## config.mk

```make
export PLATFORM = sky130hd
export DESIGN_NAME = imul_iter
export DESIGN_NICKNAME = d
export VERILOG_FILES = /design/src/rtl/imul_iter.sv
export SDC_FILE = /design/constraint.sdc
export NUM_CORES = 1
export LEC_CHECK = 0
export ABC_CLOCK_PERIOD_IN_PS = 5800
export BUFFER_PORTS_ARGS = -buffer_cell sky130_fd_sc_hd__buf_2
export CAP_MARGIN = 20
export CORE_MARGIN = 2
export CORE_UTILIZATION = 35
export DETAILED_ROUTE_END_ITERATION = 10
export GPL_TIMING_DRIVEN = 0
export SKIP_LAST_GASP = 1
export SLEW_MARGIN = 20
export SYNTH_ARGS = -nofsm -noshare
export SYNTH_HDL_FRONTEND = slang
export SYNTH_SLANG_ARGS = --single-unit
```

## constraint.sdc

```tcl
create_clock -name clk -period 5.8 [get_ports clk]
set_clock_uncertainty 0.05 [all_clocks]
set_input_delay 0.29 -clock clk [delete_from_list [all_inputs] [get_ports clk]]
set_output_delay 0.29 -clock clk [all_outputs]
set_load 0.005 [all_outputs]
```

## src/rtl/imul_iter.sv

```systemverilog
// Iterative shift-add multiplier that returns the low NBITS of a*b.
// One operation in flight, with val/rdy handshakes on the request and response ports.
module imul_iter #(
  parameter int NBITS      = 32,
  parameter bit EARLY_EXIT = 1'b1
) (
  input  logic               clk,
  input  logic               rst_n,
  input  logic               req_val,
  output logic               req_rdy,
  input  logic [2*NBITS-1:0] req_msg,
  output logic               resp_val,
  input  logic               resp_rdy,
  output logic [NBITS-1:0]   resp_msg
);

  localparam int CNTW = $clog2(NBITS) + 1;
  localparam logic [CNTW-1:0] LAST_STEP = CNTW'(NBITS - 1);

  typedef enum logic [1:0] {IDLE, CALC, DONE} state_t;

  state_t           r_state;
  logic [NBITS-1:0] r_a;
  logic [NBITS-1:0] r_b;
  logic [NBITS-1:0] r_result;
  logic [CNTW-1:0]  r_cnt;

  logic [NBITS-1:0] w_a_in;
  logic [NBITS-1:0] w_b_in;
  logic [NBITS-1:0] w_b_next;
  logic             w_last;

  assign w_a_in   = req_msg[2*NBITS-1:NBITS];
  assign w_b_in   = req_msg[NBITS-1:0];
  assign w_b_next = r_b >> 1;
  // Finish on the final bit position, or early once no multiplier bits remain.
  assign w_last   = (r_cnt == LAST_STEP) || (EARLY_EXIT && (w_b_next == '0));

  always_ff @(posedge clk or negedge rst_n) begin
    if (!rst_n) begin
      r_state  <= IDLE;
      r_a      <= '0;
      r_b      <= '0;
      r_result <= '0;
      r_cnt    <= '0;
    end else begin
      unique case (r_state)
        IDLE: begin
          if (req_val) begin
            r_a      <= w_a_in;
            r_b      <= w_b_in;
            r_result <= '0;
            r_cnt    <= '0;
            r_state  <= (EARLY_EXIT && (w_b_in == '0)) ? DONE : CALC;
          end
        end
        CALC: begin
          if (r_b[0]) begin
            r_result <= r_result + r_a;
          end
          r_a   <= r_a << 1;
          r_b   <= w_b_next;
          r_cnt <= r_cnt + CNTW'(1);
          if (w_last) begin
            r_state <= DONE;
          end
        end
        DONE: begin
          if (resp_rdy) begin
            r_state <= IDLE;
          end
        end
        default: r_state <= IDLE;
      endcase
    end
  end

  // Handshake outputs depend only on the state register.
  assign req_rdy  = (r_state == IDLE);
  assign resp_val = (r_state == DONE);
  assign resp_msg = r_result;

endmodule

```

# ---- After elaboration in Yosys (flattened, before gate mapping)
# Index checks and enable logic that the tools add are counted.
dict set report word_totals {
  reg_bits 104
  in_bits 68
  elab_cells 36
}
dict set report classes {
  n_addsub 2
  n_eq_ne 7
  muxes 14
  reduce_logical 8
}
# operator n
set ops {}
lappend ops {{$pmux 32 s2} 3}
lappend ops {{$mux 32} 4}
lappend ops {{$logic_not 32->1} 2}
lappend ops {{$add 32x32->32} 1}
lappend ops {{$pmux 6 s2} 1}
lappend ops {{$mux 2} 4}
lappend ops {{$add 6x1->6 const B} 1}
lappend ops {{$eq 6x5->1 const B} 1}
lappend ops {{$mux 6} 1}
lappend ops {{$ne 2x2->1 const B} 3}
lappend ops {{$pmux 2 s3} 1}
lappend ops {{$reduce_and 3->1} 2}
lappend ops {{$eq 2x1->1 const B} 1}
lappend ops {{$eq 2x2->1 const B} 1}
lappend ops {{$logic_not 2->1} 1}
lappend ops {{$ne 2x1->1 const B} 1}
lappend ops {{$reduce_and 2->1} 1}
lappend ops {{$reduce_bool 2->1} 1}
lappend ops {{$logic_or 1x1->1} 1}

# ---- Longest topological paths before layout
dict set report logic_depth {
  word_depth 4
  mapped_depth 12
}

# ---- Worst setup path before layout
# Ideal clock, no wire load.
dict set report synth_timing {
  kind {flip-flop to flip-flop}
  from {register r_result[0], in the netlist resp_msg[0]}
  to {register r_result[30], in the netlist resp_msg[30]}
  setup_ns 0.129
  t_arrival_ns 2.440
  setup_slack_ns 3.181
  stages_incl_launch_ff 13
  path_buffers 0
  synth_period_minus_slack_ns 2.619
  path_cell_list {dfrtp_1 ha_1 inv_1 fa_1 and2b_1 o2111ai_1 a21oi_1 a31oi_1 o31ai_2 nand3_1 a31oi_1 xnor2_1 o21ai_1}
}
dict set report synth_via {
  elab_chain_len 3
}
# element line
set synth_lines {}
lappend synth_lines {{start: declaration} 25} ;# logic [NBITS-1:0] r_result;
lappend synth_lines {{start signal: assignment} 59} ;# r_result <= r_result + r_a;
lappend synth_lines {{$add 32x32->32} 59}
lappend synth_lines {{$mux 32} 58} ;# if (r_b[0]) begin
lappend synth_lines {{$pmux 32 s2} 47} ;# unique case (r_state)
# Every way passes these cells. The select of a mux whose other input is x is not followed.
# A chain may end at the register's enable or synchronous reset.

# ---- Worst setup path after layout
dict set report layout_timing {
  from {register r_a[0]}
  to {register r_result[30], in the netlist resp_msg[30]}
}
dict set report layout_via {
  elab_chain_len 3
}
# element line
set layout_lines {}
lappend layout_lines {{start: declaration} 23} ;# logic [NBITS-1:0] r_a;
lappend layout_lines {{start signal: assignment} 50} ;# r_a <= w_a_in;
lappend layout_lines {{start signal: assignment} 61} ;# r_a <= r_a << 1;
lappend layout_lines {{$add 32x32->32} 59}
lappend layout_lines {{$mux 32} 58}
lappend layout_lines {{$pmux 32 s2} 47}
# Every way passes these cells. The select of a mux whose other input is x is not followed.

==> impl_metrics.tcl <==
set metrics [dict create \
    status "completed" \
    clk_root_buffer_cell "clkbuf_16" \
    rr_endpoint "resp_msg[30]$_DFFE_PN0P_" \
    grt_pass1_vias 5232 \
    cp-end-kind "register" \
    final_util_pct 41.8 \
    finalCriticalPeriod_ns 3.28 \
    layout_commonest_cell "nand2_1" \
    critical_path_class "reg2reg" \
    clk_path_buf_depth 2 \
    synth-edff-count 0 \
    grt_use_total_pct 17.1 \
    tns_ns 0 \
    syn-num-nets 798 \
    drcViolationCount 0 \
    slew_violations 0 \
    area_delta_synth_final_pct 17.9 \
    core_area_um2 17900 \
    die_x_um 139 \
    final_cell_mix "nand2_1, o21ai_0, dfrtp_1" \
    maxSlewHeadroom_pct 44.2 \
    antenna_found_initial 0 \
    hold_class "in2reg" \
    dr.first_iter.drc_count 309 \
    die_area_um2 19200 \
    final-hold-violation-count 0 \
    core.rowCount 49 \
    ys_ff_latch 104 \
    cts_buffers 9 \
    rsz0062_at_grt "false" \
    grt_overflow 0 \
    setup_viol 0 \
    cts_tree "done" \
    synth_area_um2 6350 \
    drt.antenna.violating_nets 0 \
    routabilityCongestion 0.884 \
    max_freq_mhz 305 \
    synth_cell_types 55 \
    r2r-start "r_a[0]$_DFFE_PN0P_" \
    rrSetupSlack_ns 2.52 \
    die_height_um 139 \
    yosysSeqAreaShare_pct 41.0 \
    wire_per_inst_um 15.7 \
    p_leak_uw 0.00346 \
    ys.flop_type "dfrtp_1" \
    tightest_slew_ns 0.836 \
    syn_avg_cell_area_um2 9.12 \
    worst-path-max-fanout 4 \
    cp.arrival_ns 3.46 \
    seq_area_um2 2600 \
    layout-drive-gt1-share_pct 16.4 \
    clock-sinks 104 \
    yosysWarnings 0 \
    cap_violations 0 \
    clk_pin_slew_worst_paths_ns 0.08 \
    routed_wl_um 16400 \
    min_path_cells 3 \
    ctsResizeCount 0 \
    async_flop_share_pct 100 \
    nFillCells 1824 \
    place.detailed.hpwl_um 12400 \
    min_from "req_msg[40]" \
    clkLatencyLatePin_ns 0.37 \
    startpoint_type "register" \
    worst_r2r_path_depth 12 \
    cts-htree-levels 3 \
    multi_input_area_um2 3560 \
    grt_pass1_wl_um 27100 \
    cp.required_ns 5.99 \
    syn_inst 697 \
    min_to "r_a[8]$_DFFE_PN0P_" \
    min_period_over_period_pct 56.5 \
    diodes 0 \
    start_util_pct 35.5 \
    io_pins 102 \
    grt_max_degree 57 \
    numPortBuffers 101 \
    p_per_area_nw_per_um2 555 \
    vdd_drop_max_mv 0.294 \
    vias_per_cell 5.20 \
    first_pass_iters 4 \
    layout.nets 912 \
    via_count 5435 \
]
==> sequential cells by signal, indices dropped and copies added (netlist names) <==
| register | count |
|---|---|
| r_b | 32 |
| r_a | 32 |
| resp_msg | 32 |
| r_cnt | 6 |
| r_state | 2 |
==> cells by family (layout without fill, tap and decap cells) <==
logic type | after synthesis | in the layout | share of synthesized area [%]
muxes | 64 | 64 | 10.1
adders and majority gates | 33 | 33 | 6.62
DFF | 104 | 104 | 41.0
buffers and inverters | 51 | 170 | 3.01
AOI/OAI and AO/OA | 217 | 217 | 21.6
and+or+nand+nor | 202 | 202 | 14.1
xor gates and xnor gates | 26 | 26 | 3.58
==> cell type report <==
class                           instances  area share [%]
Multi-Input combinational cell        542            47.5
Clock inverter                          7            1.00
Clock buffer                            9            3.01
Sequential cell                       104            34.7
Tap cell                              229            3.83
Inverter                               14           0.702
Buffer                                 37            1.85
Timing Repair Buffer                  103            7.33
==> worst max path at each step <==
stage / start / to / slack (ns)
floorplan: resp_msg[0]$_DFFE_PN0P_ / resp_msg[30]$_DFFE_PN0P_ / 3.18
global placement: r_a[0]$_DFFE_PN0P_ / resp_msg[30]$_DFFE_PN0P_ / 2.59
detailed placement: r_a[0]$_DFFE_PN0P_ / resp_msg[30]$_DFFE_PN0P_ / 2.55
CTS: r_a[0]$_DFFE_PN0P_ / resp_msg[30]$_DFFE_PN0P_ / 2.53
global route: r_a[0]$_DFFE_PN0P_ / resp_msg[30]$_DFFE_PN0P_ / 2.24
finish: r_a[0]$_DFFE_PN0P_ / resp_msg[30]$_DFFE_PN0P_ / 2.52
==> power by group <==
part | switching, µW | internal, µW | total [µW] | leakage, µW
logic | 1300 | 913 | 2210 | 0.00199
registers | 279 | 1040 | 1320 | 0.00132
clock network | 315 | 307 | 622 | 0.000145
==> layer usage <==
metal / global-route usage [%] / up-vias / part of all wire [%] / wire, µm
met1: 24.4 / 2563 / 49 / 7960
li1: - / 2737 / - / -
met3: 3.76 / 9 / 4.7 / 771
met2: 27.0 / 126 / 46 / 7500
met5: 0 / - / 0 / 0
met4: 3.30 / 0 / 0.95 / 155
==> synth_stat cells, types with 3 or more instances <==
library cell / n / share of area, %
a21o_1: 14 / 1.7
a21oi_1: 39 / 3.1
a22o_1: 4 / 0.55
a31oi_1: 4 / 0.39
and2_1: 3 / 0.30
and3_1: 4 / 0.39
buf_1: 7 / 0.41
clkbuf_1: 30 / 1.8
dfrtp_1: 104 / 41
ha_1: 32 / 6.3
inv_1: 14 / 0.83
mux2i_1: 64 / 10
nand2_1: 119 / 7.0
nand2b_1: 7 / 0.69
nand3_1: 9 / 0.71
nand4_1: 9 / 0.89
nor2_1: 21 / 1.2
nor2b_1: 6 / 0.59
nor3_1: 6 / 0.47
nor4_1: 15 / 1.5
o2111ai_1: 3 / 0.41
o21a_1: 3 / 0.35
o21ai_0: 108 / 8.5
o21bai_1: 8 / 0.95
o31ai_2: 4 / 0.79
xnor2_1: 20 / 2.8
xor2_1: 6 / 0.83
==> what timing repair did <==
item,CTS,global route
endpoints found under the setup margin,0,0
setup buffers,0,0
endpoints found under the hold margin,48,0
hold buffers,1,0
==> critical path, stage by stage (launching register included) <==
cell and delay [ns]:
dfrtp_1 0.43, ha_1 0.20, inv_1 0.05, fa_1 0.37
and2b_1 0.25, o2111ai_1 0.19, a21oi_1 0.28, a31oi_1 0.25
o31ai_2 0.48, nand3_1 0.16, a31oi_1 0.21, xnor2_1 0.15
o21ai_1 0.07
==> through the flow <==
stage	hold slack, ns	setup WS (ns)	cell area (µm²)	std cells	total power (µW)
final	0.158	2.52	7490	1045	4160
after global routing	0.176	2.24	7490	1045	4540
after CTS	0.153	2.53	7490	1045	4190
after detailed placement	0.219	2.55	7180	1028	3560
after global placement	0.442	2.59	7150	1027	3520
after floorplan	-0.0556	3.18	6350	697	2930
(Power assumes the default switching activity.)
